File: config.mk
export PLATFORM = sky130hd
export DESIGN_NAME = board_io_ctrl
export DESIGN_NICKNAME = d
export VERILOG_FILES = /design/src/rtl/board_io_ctrl.sv
export SDC_FILE = /design/constraint.sdc
export NUM_CORES = 1
export LEC_CHECK = 0
export CORE_UTILIZATION = 55
export DETAILED_ROUTE_END_ITERATION = 7
export DONT_BUFFER_PORTS = 1
export GPL_TIMING_DRIVEN = 0
export MAX_ROUTING_LAYER = met4
export PLACE_DENSITY = 0.7
export SYNTH_ARGS = -nofsm -noshare
export SYNTH_HDL_FRONTEND = slang
export SYNTH_SLANG_ARGS = --single-unit
File: constraint.sdc
create_clock -name clk -period 2.43 [get_ports clk]
set_clock_uncertainty 0.15 [all_clocks]
set_input_delay 0.243 -clock clk [delete_from_list [all_inputs] [get_ports clk]]
set_output_delay 0.243 -clock clk [all_outputs]
set_load 0.005 [all_outputs]
File: src/rtl/board_io_ctrl.sv
// board_io_ctrl: board-level I/O front end for the SimpleCPU core.
//
// The block takes raw button pins and cleans them up. Each pin goes through a
// synchroniser and a debouncer, and the block reports clean levels with
// one-cycle press and release pulses. It also builds a stretched system reset
// from reset_n or a chosen button. Finally it drives an LED bank with a
// selectable pin polarity and a global PWM brightness.
//
// Ports:
//   clk            in   system clock, rising edge
//   reset_n        in   synchronous active-low reset
//   pb_in          in   [NUM_PB]     raw asynchronous button pins
//   pb_level       out  [NUM_PB]     debounced level, 1 = pressed
//   pb_press       out  [NUM_PB]     one-cycle pulse when pb_level rises
//   pb_release     out  [NUM_PB]     one-cycle pulse when pb_level falls
//   sys_reset      out               active-high reset to the core
//   led_in         in   [LED_WIDTH]  logical LED state, 1 = lit
//   led_brightness in   [PWM_BITS]   global PWM duty
//   led_out        out  [LED_WIDTH]  LED pins, board polarity
module board_io_ctrl #(
    parameter int NUM_PB            = 4,
    parameter int LED_WIDTH         = 8,
    parameter int SYNC_STAGES       = 2,
    parameter int DEBOUNCE_CYCLES   = 50000,
    parameter int RESET_PB          = 0,
    parameter int RESET_HOLD_CYCLES = 16,
    parameter int PB_ACTIVE_LOW     = 1,
    parameter int LED_ACTIVE_LOW    = 1,
    parameter int PWM_BITS          = 4
) (
    input  logic                 clk,
    input  logic                 reset_n,
    input  logic [NUM_PB-1:0]    pb_in,
    output logic [NUM_PB-1:0]    pb_level,
    output logic [NUM_PB-1:0]    pb_press,
    output logic [NUM_PB-1:0]    pb_release,
    output logic                 sys_reset,
    input  logic [LED_WIDTH-1:0] led_in,
    input  logic [PWM_BITS-1:0]  led_brightness,
    output logic [LED_WIDTH-1:0] led_out
);

    localparam int CNT_W  = (DEBOUNCE_CYCLES > 1) ? $clog2(DEBOUNCE_CYCLES) : 1;
    localparam int HOLD_W = $clog2(RESET_HOLD_CYCLES + 1);

    localparam logic [CNT_W-1:0]     CNT_LAST  = CNT_W'(DEBOUNCE_CYCLES - 1);
    localparam logic [HOLD_W-1:0]    HOLD_LAST = HOLD_W'(RESET_HOLD_CYCLES);
    // Pin level of a released button. XOR with it maps pins to pressed = 1.
    localparam logic [NUM_PB-1:0]    PB_IDLE   = {NUM_PB{(PB_ACTIVE_LOW != 0)}};
    localparam logic [LED_WIDTH-1:0] LED_OFF   = {LED_WIDTH{(LED_ACTIVE_LOW != 0)}};

    // ------------------------------------------------------------------
    // Synchroniser
    // ------------------------------------------------------------------
    logic [NUM_PB-1:0] sync_q [SYNC_STAGES];
    logic [NUM_PB-1:0] sync_val;

    // NOTE: sequential state is written with <= so every flop samples the
    // pre-edge values; blocking assignments here would collapse the chain.
    always_ff @(posedge clk) begin
        if (!reset_n) begin
            // NOTE: these arrays are flop banks, not RAM, so every element is
            // reset; a RAM-style array would normally be left unreset.
            for (int s = 0; s < SYNC_STAGES; s++) begin
                sync_q[s] <= PB_IDLE;
            end
        end else begin
            sync_q[0] <= pb_in;
            for (int s = 1; s < SYNC_STAGES; s++) begin
                sync_q[s] <= sync_q[s-1];
            end
        end
    end

    assign sync_val = sync_q[SYNC_STAGES-1] ^ PB_IDLE;

    // ------------------------------------------------------------------
    // Debounce and event pulses
    // ------------------------------------------------------------------
    logic [CNT_W-1:0]  db_cnt [NUM_PB];
    logic [NUM_PB-1:0] differ;
    logic [NUM_PB-1:0] accept;

    assign differ = sync_val ^ pb_level;

    // A channel accepts its new level on the edge after it has differed for
    // DEBOUNCE_CYCLES consecutive cycles. The counter therefore stops at
    // DEBOUNCE_CYCLES-1 and never wraps.
    // NOTE: every always_comb output gets a default first so that no path
    // leaves it unassigned, which would infer a latch.
    always_comb begin
        accept = '0;
        for (int i = 0; i < NUM_PB; i++) begin
            accept[i] = differ[i] && (db_cnt[i] == CNT_LAST);
        end
    end

    always_ff @(posedge clk) begin
        if (!reset_n) begin
            for (int i = 0; i < NUM_PB; i++) begin
                db_cnt[i] <= '0;
            end
            pb_level   <= '0;
            pb_press   <= '0;
            pb_release <= '0;
        end else begin
            for (int i = 0; i < NUM_PB; i++) begin
                db_cnt[i] <= (differ[i] && !accept[i]) ? db_cnt[i] + CNT_W'(1) : '0;
            end
            pb_level   <= pb_level ^ accept;
            // A channel only accepts when its level differs, so the press and
            // release pulses are mutually exclusive per channel.
            pb_press   <= accept & sync_val;
            pb_release <= accept & ~sync_val;
        end
    end

    // ------------------------------------------------------------------
    // Reset generator
    // ------------------------------------------------------------------
    // hold_cnt counts the cycles since the cause cleared and saturates at
    // RESET_HOLD_CYCLES. Any cause pulls it back to zero, which restarts the
    // stretch from the beginning.
    logic [HOLD_W-1:0] hold_cnt;
    logic              cause;

    assign cause = !reset_n || pb_level[RESET_PB];

    always_ff @(posedge clk) begin
        if (!reset_n) begin
            hold_cnt <= '0;
        end else if (pb_level[RESET_PB]) begin
            hold_cnt <= '0;
        end else if (hold_cnt != HOLD_LAST) begin
            hold_cnt <= hold_cnt + HOLD_W'(1);
        end
    end

    // Combinational OR so that a button press raises sys_reset in the same
    // cycle that pb_level shows it.
    assign sys_reset = cause || (hold_cnt != HOLD_LAST);

    // ------------------------------------------------------------------
    // LED PWM
    // ------------------------------------------------------------------
    logic [PWM_BITS-1:0] pwm_cnt;
    logic                lit;

    // All-ones brightness forces the LEDs fully on. Without this term the
    // counter compare would leave one dark cycle per period.
    assign lit = (&led_brightness) || (pwm_cnt < led_brightness);

    always_ff @(posedge clk) begin
        if (!reset_n) begin
            pwm_cnt <= '0;
            led_out <= LED_OFF;
        end else begin
            pwm_cnt <= pwm_cnt + PWM_BITS'(1);
            led_out <= (led_in & {LED_WIDTH{lit}}) ^ LED_OFF;
        end
    end

endmodule

# --- After elaboration in Yosys (flattened, before gate mapping) ---
# Memories as Yosys holds them, arrays and structs flattened.
# Index checks and enable logic that the tools add are counted.
totals:
  ramBits: 72
  memories: 2
  regBits: 29
  out_inout_bits: 21
  input_bits: 18
op_classes:
  n_reduce_logical: 18
  order_cmp: 1
  add_sub_neg: 6
  bitwise_logic: 15
  n_eq_ne: 5
  muxes: 12
mem_list:
  columns: ["memory", "words", "word_bits", "rd", "rd_clocked_by_memory_dff", "write_ports", "line", "rtl"]
  rows:
  - ["db_cnt", 4, 16, 4, 0, 4, "80", "logic [CNT_W-1:0] db_cnt [NUM_PB];"]
  - ["sync_q", 2, 4, 2, 0, 2, "55", "logic [NUM_PB-1:0] sync_q [SYNC_STAGES];"]
op_table:
  columns: ["operator", "count"]
  rows:
  - ["2-to-1 mux 16 bit", 8]
  - ["adder 16 x 1 -> 16 bit (second input constant)", 4]
  - ["== test 16 bit (second input constant)", 4]
  - ["AND 4 bit", 2]
  - ["AND 8 bit", 1]
  - ["logical AND 1 bit", 8]
  - ["2-to-1 mux 4 bit", 2]
  - ["inverter 4 bit", 2]
  - ["inverter 8 bit", 1]
  - ["bitwise XOR 4 bit", 2]
  - ["OR 1 bit", 6]
  - ["adder 5 x 1 -> 5 bit (second input constant)", 1]
  - ["zero test 1 bit", 5]
  - ["!= test 5 bit (second input constant)", 1]
  - ["adder 4 x 1 -> 4 bit (second input constant)", 1]
  - ["< comparator 4 bit", 1]
  - ["AND reduction 4 bit", 1]
  - ["logical OR 1 bit", 3]
  - ["2-to-1 mux 1 bit", 2]
  - ["OR reduction 2 bit", 1]
  - ["inverter 1 bit", 1]

# --- Longest topological paths before layout ---
# Gate-level depths: netlist of the first run.
depth:
  ltp_word: 7
  depth_mapped: 7
  mapped_depth_nobuf: 5

# --- Least setup slack after synthesis of the first run ---
# Ideal clock, no wire load.
synth_timing:
  path_kind: "register to register"
  startpoint: "memory db_cnt[0][12] (netlist bit)"
  endpoint: "memory db_cnt[0][13] (netlist bit)"
  path_stages_with_launch: 7
  required_ns: 2.165
  setup_slack_ns: 0.460
  period_less_slack_ns: 1.970
  arrival_ns: 1.705
  path_buffers: 2
  path_cell_list: "dfxtp_1 > or4b_1 > nor4_2 > or3_1 > buf_2 > buf_4 > nor2_1"
synth_rtl:
  columns: ["item", "line"]
  rows:
  - ["from (decl)", "80"]

==> flow_summary_export.csv, run 1 <==
group,metric,value,unit
final_layout,regArea,2020,um^2
grt,antenna_found_initial,0,
power_and_ir_drop,power,2800,uW
worst_setup_path,rr_startpoint,"db_cnt[0][0]$_SDFF_PN0_",
yosys,synthTopCellsByCount,"dfxtp_1 (101), nor2_1 (80), xnor2_1 (49), nand3_1 (27), inv_1 (23)",
worst_setup_path,critical_path_peak_fanout,10,
yosys,yosysTopAreaCell,"dfxtp_1",
yosys,synth.area.mux_share,0.488,%
yosys,synth.distinct_cells,41,
grt,grt_use_total,20.3,%
clock_tree,cts_resized,0,
yosys,synth_area_leaders,"dfxtp_1 (49%), xnor2_1 (10%), nor2_1 (7.3%)",
yosys,yosys.area_share.simple,27.5,%
sta,rsz0062_at_grt,"false",
worst_setup_path,reg2reg_depth,7,
clock_tree,clkLatencyLatePin,0.36,ns
yosys,synth-compound-area-share,2.72,%
yosys,yosysWarnings,0,
floorplanning,rows,31,
yosys,ys_ff_latch,101,
sta,setup_viol,0,
drt,dr.first_iter.drc_count,126,
power_and_ir_drop,p_seq_share,60.7,%
final_layout,multiInputGateArea,1940,um^2
power_and_ir_drop,internal_power,2200,uW
placement,gp_congestion,0.787,
yosys,yosysMostFrequentCell,"dfxtp_1",
floorplanning,die-area,7800,um^2
floorplanning,core,7210,um^2
clock_tree,root_buffer,"clkbuf_8",
clock_tree,cts_num_sinks,101,
yosys,synth_cells,444,
placement,post_dp_cell_area,4220,um^2
sta,slew_headroom,44.4,%
yosys,synthArstFlopShare,0,%
clock_tree,cts_buffer_depth,2,
run,maxCapViolCount,0,
placement,port_buffers,0,
drt,route.detailed.drc,0,
min_path,min-delay-path-class,"in -> reg",
worst_setup_path,crit_type,"reg -> reg",
grt,grt_overflow,0,
worst_setup_path,arrival,2.32,ns
power_and_ir_drop,power.density,620,nW/um^2
sta,fin_crit_sh,91.4,%
drt,drt-total-wl,7130,um
worst_setup_path,r2r-end,"db_cnt[0][0]$_SDFF_PN0_",
sta,maxSlewViolCount,0,
clock_tree,clk_pin_slew,0.09,ns
grt,grt_pass1_wl,11900,um
power_and_ir_drop,p_switching,606,uW
final_layout,drive_above_1_share,5.10,%
yosys,ys.flop_type,"dfxtp_1",
grt,grt_pass1_vias,2817,
yosys,synth_top_area_share,49.3,%
floorplanning,initial_core_util,56.8,%
floorplanning,dieHeight,88.3,um
yosys,netlist_area,4100,um^2
power_and_ir_drop,comb_power_share,3.4,%
yosys,synth_top_family_by_area,"simple AND/OR/NAND/NOR gates",
clock_tree,cts_buffers,9,
clock_tree,post_cts_buffers,0,
sta,setup_ws,0.209,ns
clock_tree,cts_hold_buffers,12,
power_and_ir_drop,ir_drop,264,uV
yosys,synth_nets,472,
worst_setup_path,start_kind,"flip-flop",
final_layout,fillers,642,
worst_setup_path,cp-end-kind,"flip-flop",
yosys,ys_seq_area_share,49.3,%
drt,drt-wirelength-per-cell,12.5,um
sta,worst_pin_slew,0.832,ns
power_and_ir_drop,p_sw_share,21.6,%
placement,dp_slack,0.0748,ns
floorplanning,num_io_pins,39,
grt,grt_max_degree,16,
sta,fin_crit,2.22,ns
sta,final.setup.tns,0,ns
final_layout,nets,495,
worst_setup_path,critPathLaunch,"db_cnt[0][0]$_SDFF_PN0_",
yosys,syn_area_per_cell,9.23,um^2
worst_setup_path,critPathCapture,"db_cnt[0][0]$_SDFF_PN0_",
final_layout,syn2layout_area_growth,10.4,%
sta,hold_viol_final,0,
min_path,holdPathStages,3,
run_status,status,"finished clean",
clock_tree,htreeDepth,3,
yosys,synthAdderAreaFrac,3.05,%
sta,max_freq,450,MHz
yosys,synth_xor_area_share,13.7,%
drt,vias_per_cell,5.28,
yosys,synth_edf_count,0,
drt,vias,3012,
drt,ant_nets,0,
placement,hpwl,4970,um
drt,drt-pass1-iter-count,4,
final_layout,diodes,0,
power_and_ir_drop,leakage,0.00143,uW
final_layout,final_area,4530,um^2
sta,hold-worst-slack,0.138,ns
power_and_ir_drop,clock_power_share,35.9,%
floorplanning,die_x,88.3,um
worst_setup_path,r2r_slack,0.21,ns
clock_tree,cts_tree,"done",
worst_setup_path,cp.required,2.52,ns
==> sequential cells by signal, indices dropped and copies added, names as in the netlist, named ones only <==
signal	count
hold_cnt	5
sync_q	8
pb_release	4
pb_press	4
pwm_cnt	4
pb_level	3
led_out	8
db_cnt	64
==> placed cells by master, fill, tap and decap left out, types with 2 or more instances in the layout <==
cell type,netlist,routed
a211oi_1,3,3
a21oi_1,2,2
and3_1,4,4
and4_1,2,2
buf_2,3,3
buf_4,2,2
clkbuf_1,4,6
clkbuf_8,0,9
clkinvlp_4,0,2
dfxtp_1,101,101
dlygate4sd3_1,0,12
ha_1,10,10
inv_1,23,23
mux2i_1,2,2
nand2_1,17,17
nand2b_1,11,11
nand3_1,27,27
nand4_1,14,14
nand4b_1,3,3
nor2_1,80,80
nor3_1,20,20
nor4_1,15,15
nor4_2,2,2
nor4bb_1,3,3
o21ai_1,8,8
or2_1,5,5
or4_1,3,3
or4b_1,2,2
xnor2_1,49,49
xor2_1,15,15
==> metal layers <==
metal / vias to the layer above / track usage, % / wire, um
met1: 1384 / 23.2 / 3330
met3: 12 / 3.64 / 256
met2: 61 / 34.0 / 3390
met5: - / - / 0
met4: 0 / 10.6 / 146
li1: 1555 / - / -
==> area by class of cell <==
cell class / instances / area share [%]
inverter: 24 / 1.99
tap: 99 / 2.74
clock buffer: 11 / 2.90
multi-input combinational: 310 / 42.9
clock inverter: 4 / 1.11
sequential: 101 / 44.7
timing repair buffer: 12 / 2.65
buffer: 9 / 0.995
==> cell families (layout without fill, tap and decap cells) <==
kind of cell / count (synthesis) / after routing
AND/OR/NAND/NOR: 217 / 217
flip-flops: 101 / 101
XOR/XNOR: 64 / 64
buffers and inverters: 33 / 60
AO/OA/AOI/OAI: 17 / 17
adder cells (fa/ha/maj): 10 / 10
multiplexers: 2 / 2
==> critical path: stages, from the launching register on <==
cell,delay [ns]
dfxtp_1,0.41
ha_1,0.22
nand3_1,0.27
nor4_2,0.49
or3_1,0.17
buf_2,0.16
buf_4,0.19
nor2_1,0.05
==> stage by stage <==
step | util [%] | std cells
after floorplan | - | 444
after global placement | 58.6 | 543
after CTS | 62.7 | 570
after global routing | 62.7 | 570
final | 62.7 | 570
after detailed placement | 58.6 | 543
==> power by group through the flow <==
stage | Combinational [uW] | Clock [uW] | Sequential, uW
after floorplan | 63.7 | 0 | 1740
after global placement | 77.6 | 0 | 1740
after detailed placement | 80.9 | 0 | 1740
after CTS | 96.8 | 1040 | 1700
after global routing | 110 | 1090 | 1710
final | 94.3 | 1010 | 1700
==> how the worst min path moves through the flow <==
stage                            startpoint                     to  slack, ns
after floorplan                   led_in[0]  led_out[0]$_SDFF_PN1_       0.17
after global placement            led_in[5]  led_out[5]$_SDFF_PN1_       0.17
after detailed placement          led_in[6]  led_out[6]$_SDFF_PN1_       0.18
after CTS                 led_brightness[0]  led_out[5]$_SDFF_PN1_       0.13
after global routing      led_brightness[0]  led_out[7]$_SDFF_PN1_       0.16
final                     led_brightness[0]  led_out[6]$_SDFF_PN1_       0.14
(Power assumes the default switching activity.)
==> run 2, diff against run 1 <==
- PLACE_DENSITY: 0.7 -> unset
- PLACE_DENSITY_LB_ADDON: unset -> 0.3
==> flow_summary_export.csv, run 2 (same netlist as run 1, synthesis figures left out) <==
group,metric,value,unit
sta,fin_crit,2.20,ns
sta,maxSlewViolCount,0,
clock_tree,cts_tree,"done",
clock_tree,root_buffer,"clkbuf_8",
drt,drt-wirelength-per-cell,12.8,um
worst_setup_path,rr_startpoint,"db_cnt[0][0]$_SDFF_PN0_",
power_and_ir_drop,leakage,0.00145,uW
grt,grt_pass1_vias,2827,
sta,worst_pin_slew,0.847,ns
grt,grt_use_total,20.8,%
final_layout,top_regs,"db_cnt (64), led_out (8), sync_q (8)",
final_layout,final_cell_mix,"dfxtp_1 (101), nor2_1 (80), xnor2_1 (49)",
placement,gp_congestion,0.853,
clock_tree,clkLatencyLatePin,0.35,ns
worst_setup_path,start_kind,"flip-flop",
drt,route.detailed.drc,0,
drt,drt-total-wl,7280,um
run,maxCapViolCount,0,
grt,grt_max_degree,16,
grt,antenna_found_initial,0,
power_and_ir_drop,ir_drop,386,uV
floorplanning,die-area,7800,um^2
grt,grt_overflow,0,
final_layout,syn2layout_area_growth,10.7,%
sta,final.setup.tns,0,ns
worst_setup_path,critPathLaunch,"db_cnt[0][0]$_SDFF_PN0_",
power_and_ir_drop,power.density,620,nW/um^2
clock_tree,clk_pin_slew,0.09,ns
final_layout,fin_cells,571,
floorplanning,initial_core_util,56.8,%
final_layout,final_area,4540,um^2
sta,fin_crit_sh,90.5,%
clock_tree,cts_buffers,9,
grt,grtUsageMet1,23.8,%
drt,vias_per_cell,5.29,
final_layout,drive_above_1_share,5.72,%
sta,setup_viol,0,
worst_setup_path,arrival,2.30,ns
floorplanning,dieHeight,88.3,um
drt,vias,3023,
clock_tree,htreeDepth,3,
final_layout,largest_reg_flops,64,
final_layout,final_common_cell,"dfxtp_1",
sta,max_freq,455,MHz
sta,hold_viol_final,0,
sta,rsz0062_at_grt,"false",
final_layout,diodes,0,
min_path,hp-start,"led_brightness[0]",
worst_setup_path,crit_type,"reg -> reg",
run_status,status,"finished clean",
floorplanning,rows,31,
placement,dp_slack,0.0856,ns
clock_tree,post_cts_buffers,0,
final_layout,largest-register,"db_cnt",
drt,drt-pass1-iter-count,5,
clock_tree,cts_buffer_depth,2,
sta,slew_headroom,43.4,%
drt,ant_nets,0,
floorplanning,num_io_pins,39,
grt,grt_pass1_wl,12200,um
grt,busiest_layer,"met2",
grt,use_met3,6.62,%
grt,grt_use_met2,35.1,%
placement,post_dp_cell_area,4220,um^2
min_path,min-delay-path-class,"in -> reg",
worst_setup_path,cp.required,2.53,ns
clock_tree,cts_num_sinks,101,
power_and_ir_drop,power,2820,uW
placement,port_buffers,0,
final_layout,nets,495,
drt,dr.first_iter.drc_count,165,
worst_setup_path,cp-end-kind,"flip-flop",
clock_tree,cts_resized,0,
sta,setup_ws,0.232,ns
floorplanning,die_x,88.3,um
placement,hpwl,5070,um
placement,place_inst,543,
worst_setup_path,critical_path_peak_fanout,10,
floorplanning,core,7210,um^2
## run 2: cell count changes in the layout (fill, tap and decap cells not counted), sizes merged
cell	delta
clkinvlp	-1
bufinv	-1
clkbuf	+2
clkinv	+1
## run 2: through the flow
stage / utilization [%] / hold WS, ns
2_1_floorplan: - / 0.173
3_3_place_gp: 58.6 / 0.175
3_5_place_dp: 58.6 / 0.180
4_1_cts: 62.9 / 0.136
5_1_grt: 62.9 / 0.155
6_report: 62.9 / 0.144
## run 2: path summary, 6_finish.rpt
check | endpoint | slack [ns] | cells past startpoint
worst max-delay path | db_cnt[0][12]$_SDFF_PN0_ | 0.23 | 7
worst min-delay path | led_out[7]$_SDFF_PN1_ | 0.14 | 3
worst max register to register | db_cnt[0][12]$_SDFF_PN0_ | 0.23 | 7
worst min register to register | sync_q[0][6]$_SDFF_PN1_ | 0.27 | 1
## run 2: timing repair
action / CTS / global route
endpoints found under the setup margin: 0 / 0
hold endpoints to repair: 12 / 0
hold buffers: 12 / 0
## run 2: layout make-up
class	count	area [um^2]
Inverter	24	90.1
Tap cell	99	124
Sequential cell	101	2020
Multi-Input combinational cell	310	1940
Fill cell	623	2670
Clock buffer	13	179
Clock inverter	3	17.5
Buffer	9	45.0
Timing Repair Buffer	12	120
## run 2: worst max-delay path: stages, from the launching register on
cell and delay (ns):
dfxtp_1 0.40, ha_1 0.21, nand3_1 0.26, nor4_2 0.49, or3_1 0.17, buf_2 0.16
buf_4 0.19, nor2_1 0.06
## run 2: per-layer routing
metal  up-vias  share of wire, %
li1       1547                 -
met1      1415                47
met2        55                48
met3         6               4.3
met4         0              0.77
met5         -                 0
## run 2: power breakdown
group / internal (uW) / switching, uW / leakage, uW
combinational: 46.1 / 50.8 / 0.000526
sequential: 1680 / 20.0 / 0.000819
clock: 482 / 534 / 0.000101
==> run 3, diff against run 2 <==
- CELL_PAD_IN_SITES_DETAIL_PLACEMENT: unset -> 0
- CELL_PAD_IN_SITES_GLOBAL_PLACEMENT: unset -> 2
- CORE_UTILIZATION: 55 -> 39
==> flow_summary_export.csv, run 3 (same netlist as run 1, synthesis figures left out) <==
group,metric,value,unit
run_status,status,"finished with violations",
run_status,violations,"design-rule violations",
sta,fin_crit,2.18,ns
sta,final.setup.tns,0,ns
drt,drt-wirelength-per-cell,12.5,um
drt,vias_per_cell,4.88,
floorplanning,die-area,10900,um^2
final_layout,drive_above_1_share,5.30,%
final_layout,final_common_cell,"dfxtp_1",
worst_setup_path,crit_type,"reg -> reg",
worst_setup_path,arrival,2.29,ns
grt,grt_pass1_wl,13400,um
placement,post_dp_cell_area,4270,um^2
worst_setup_path,cp-end-kind,"flip-flop",
sta,hold_viol_final,0,
drt,vias,2969,
clock_tree,clk_pin_slew,0.09,ns
final_layout,syn2layout_area_growth,11.7,%
grt,grt_overflow,0,
placement,hpwl,5270,um
sta,hold-worst-slack,0.139,ns
worst_setup_path,cp.required,2.54,ns
sta,maxSlewViolCount,0,
sta,fin_crit_sh,89.8,%
worst_setup_path,reg2reg_depth,7,
power_and_ir_drop,leakage,0.00145,uW
sta,slew_headroom,43.2,%
worst_setup_path,start_kind,"flip-flop",
final_layout,nets,495,
drt,route.detailed.drc,2,
clock_tree,clkLatencyLatePin,0.36,ns
grt,grt_pass1_vias,2866,
clock_tree,cts_tree,"done",
final_layout,largest_reg_flops,64,
floorplanning,initial_core_util,39.9,%
final_layout,largest-register,"db_cnt",
final_layout,diodes,0,
floorplanning,die_x,105,um
sta,setup_viol,0,
clock_tree,root_buffer,"clkbuf_8",
sta,worst_pin_slew,0.849,ns
worst_setup_path,critical_path_peak_fanout,10,
worst_setup_path,r2r-end,"db_cnt[0][7]$_SDFF_PN0_",
drt,ant_nets,0,
grt,antenna_found_initial,0,
grt,grt_use_total,15.8,%
sta,rsz0062_at_grt,"false",
floorplanning,rows,37,
power_and_ir_drop,ir_drop,422,uV
min_path,min-delay-path-class,"in -> reg",
grt,grt_max_degree,16,
floorplanning,dieHeight,105,um
worst_setup_path,r2r_slack,0.25,ns
drt,drt-pass1-iter-count,6,
sta,max_freq,458,MHz
clock_tree,cts_buffer_depth,2,
run,maxCapViolCount,0,
clock_tree,cts_buffers,9,
min_path,holdPathStages,3,
min_path,hp-start,"led_brightness[0]",
floorplanning,num_io_pins,39,
power_and_ir_drop,power.density,606,nW/um^2
worst_setup_path,rr_startpoint,"db_cnt[0][0]$_SDFF_PN0_",
final_layout,final_area,4580,um^2
placement,port_buffers,0,
clock_tree,cts_num_sinks,101,
power_and_ir_drop,power,2770,uW
clock_tree,htreeDepth,3,
drt,dr.first_iter.drc_count,62,
min_path,min_to,"led_out[1]$_SDFF_PN1_",
drt,drt-total-wl,7630,um
final_layout,final_cell_mix,"dfxtp_1 (101), nor2_1 (80), xnor2_1 (49)",
floorplanning,core,10300,um^2
final_layout,top_regs,"db_cnt (64), led_out (8), sync_q (8)",
placement,gp_congestion,0.768,
[run 3: metal layers]
| metal | up-vias | global-route usage [%] | routed length, um |
|---|---|---|---|
| li1 | 1550 | - | - |
| met4 | 0 | 4.08 | 81 |
| met5 | - | - | 0 |
| met3 | 6 | 5.86 | 318 |
| met1 | 1366 | 19.2 | 3800 |
| met2 | 47 | 24.7 | 3430 |
[run 3: metrics by stage]
stage	instances	worst slack [ns]	util [%]
floorplan	444	0.460	-
global placement	580	-0.0105	41.6
detailed placement	580	-0.0173	41.6
CTS	608	0.148	44.5
global route	608	0.0608	44.5
finish	608	0.248	44.5
[run 3: where the power goes]
group / internal, uW / switching [uW] / leakage, uW / total (uW)
clock network: 428 / 547 / 0.0000857 / 975
logic: 45.5 / 49.2 / 0.000543 / 94.7
registers: 1680 / 19.3 / 0.000819 / 1700
[run 3: critical path: stages (launching register included)]
cell	delay, ns
dfxtp_1	0.40
ha_1	0.21
nand3_1	0.30
nor4_4	0.43
or3_1	0.16
buf_2	0.17
buf_4	0.20
nor2_1	0.06
[run 3: area by class of cell]
class | count | area (um^2)
plain buffers | 9 | 45.0
inverters | 24 | 90.1
repair buffers | 12 | 120
flip-flops and latches | 101 | 2020
well taps | 136 | 170
fillers | 1019 | 5700
multi-input cells | 310 | 1950
clock inverters | 3 | 20.0
clock buffers | 13 | 159
[run 3: timing repair]
| action | 4_1_cts | 5_1_grt |
|---|---|---|
| endpoints found under the hold margin | 12 | 0 |
| resized for setup | 0 | 1 |
| hold buffers | 12 | 0 |
| endpoints found under the setup margin | 0 | 7 |
| buffers inserted | 0 | 0 |
[run 3: how the worst max path moves through the flow]
stage,from,end,slack [ns],cells past startpoint
after detailed placement,reset_n,led_out[2]$_SDFF_PN1_,-0.02,5
final,db_cnt[0][0]$_SDFF_PN0_,db_cnt[0][7]$_SDFF_PN0_,0.25,7
after global placement,reset_n,led_out[7]$_SDFF_PN1_,-0.01,5
after floorplan,db_cnt[0][12]$_SDFF_PN0_,db_cnt[0][13]$_SDFF_PN0_,0.46,6
after CTS,db_cnt[0][0]$_SDFF_PN0_,db_cnt[0][7]$_SDFF_PN0_,0.15,7
after global routing,hold_cnt[0]$_SDFFE_PP0P_,sys_reset,0.06,4
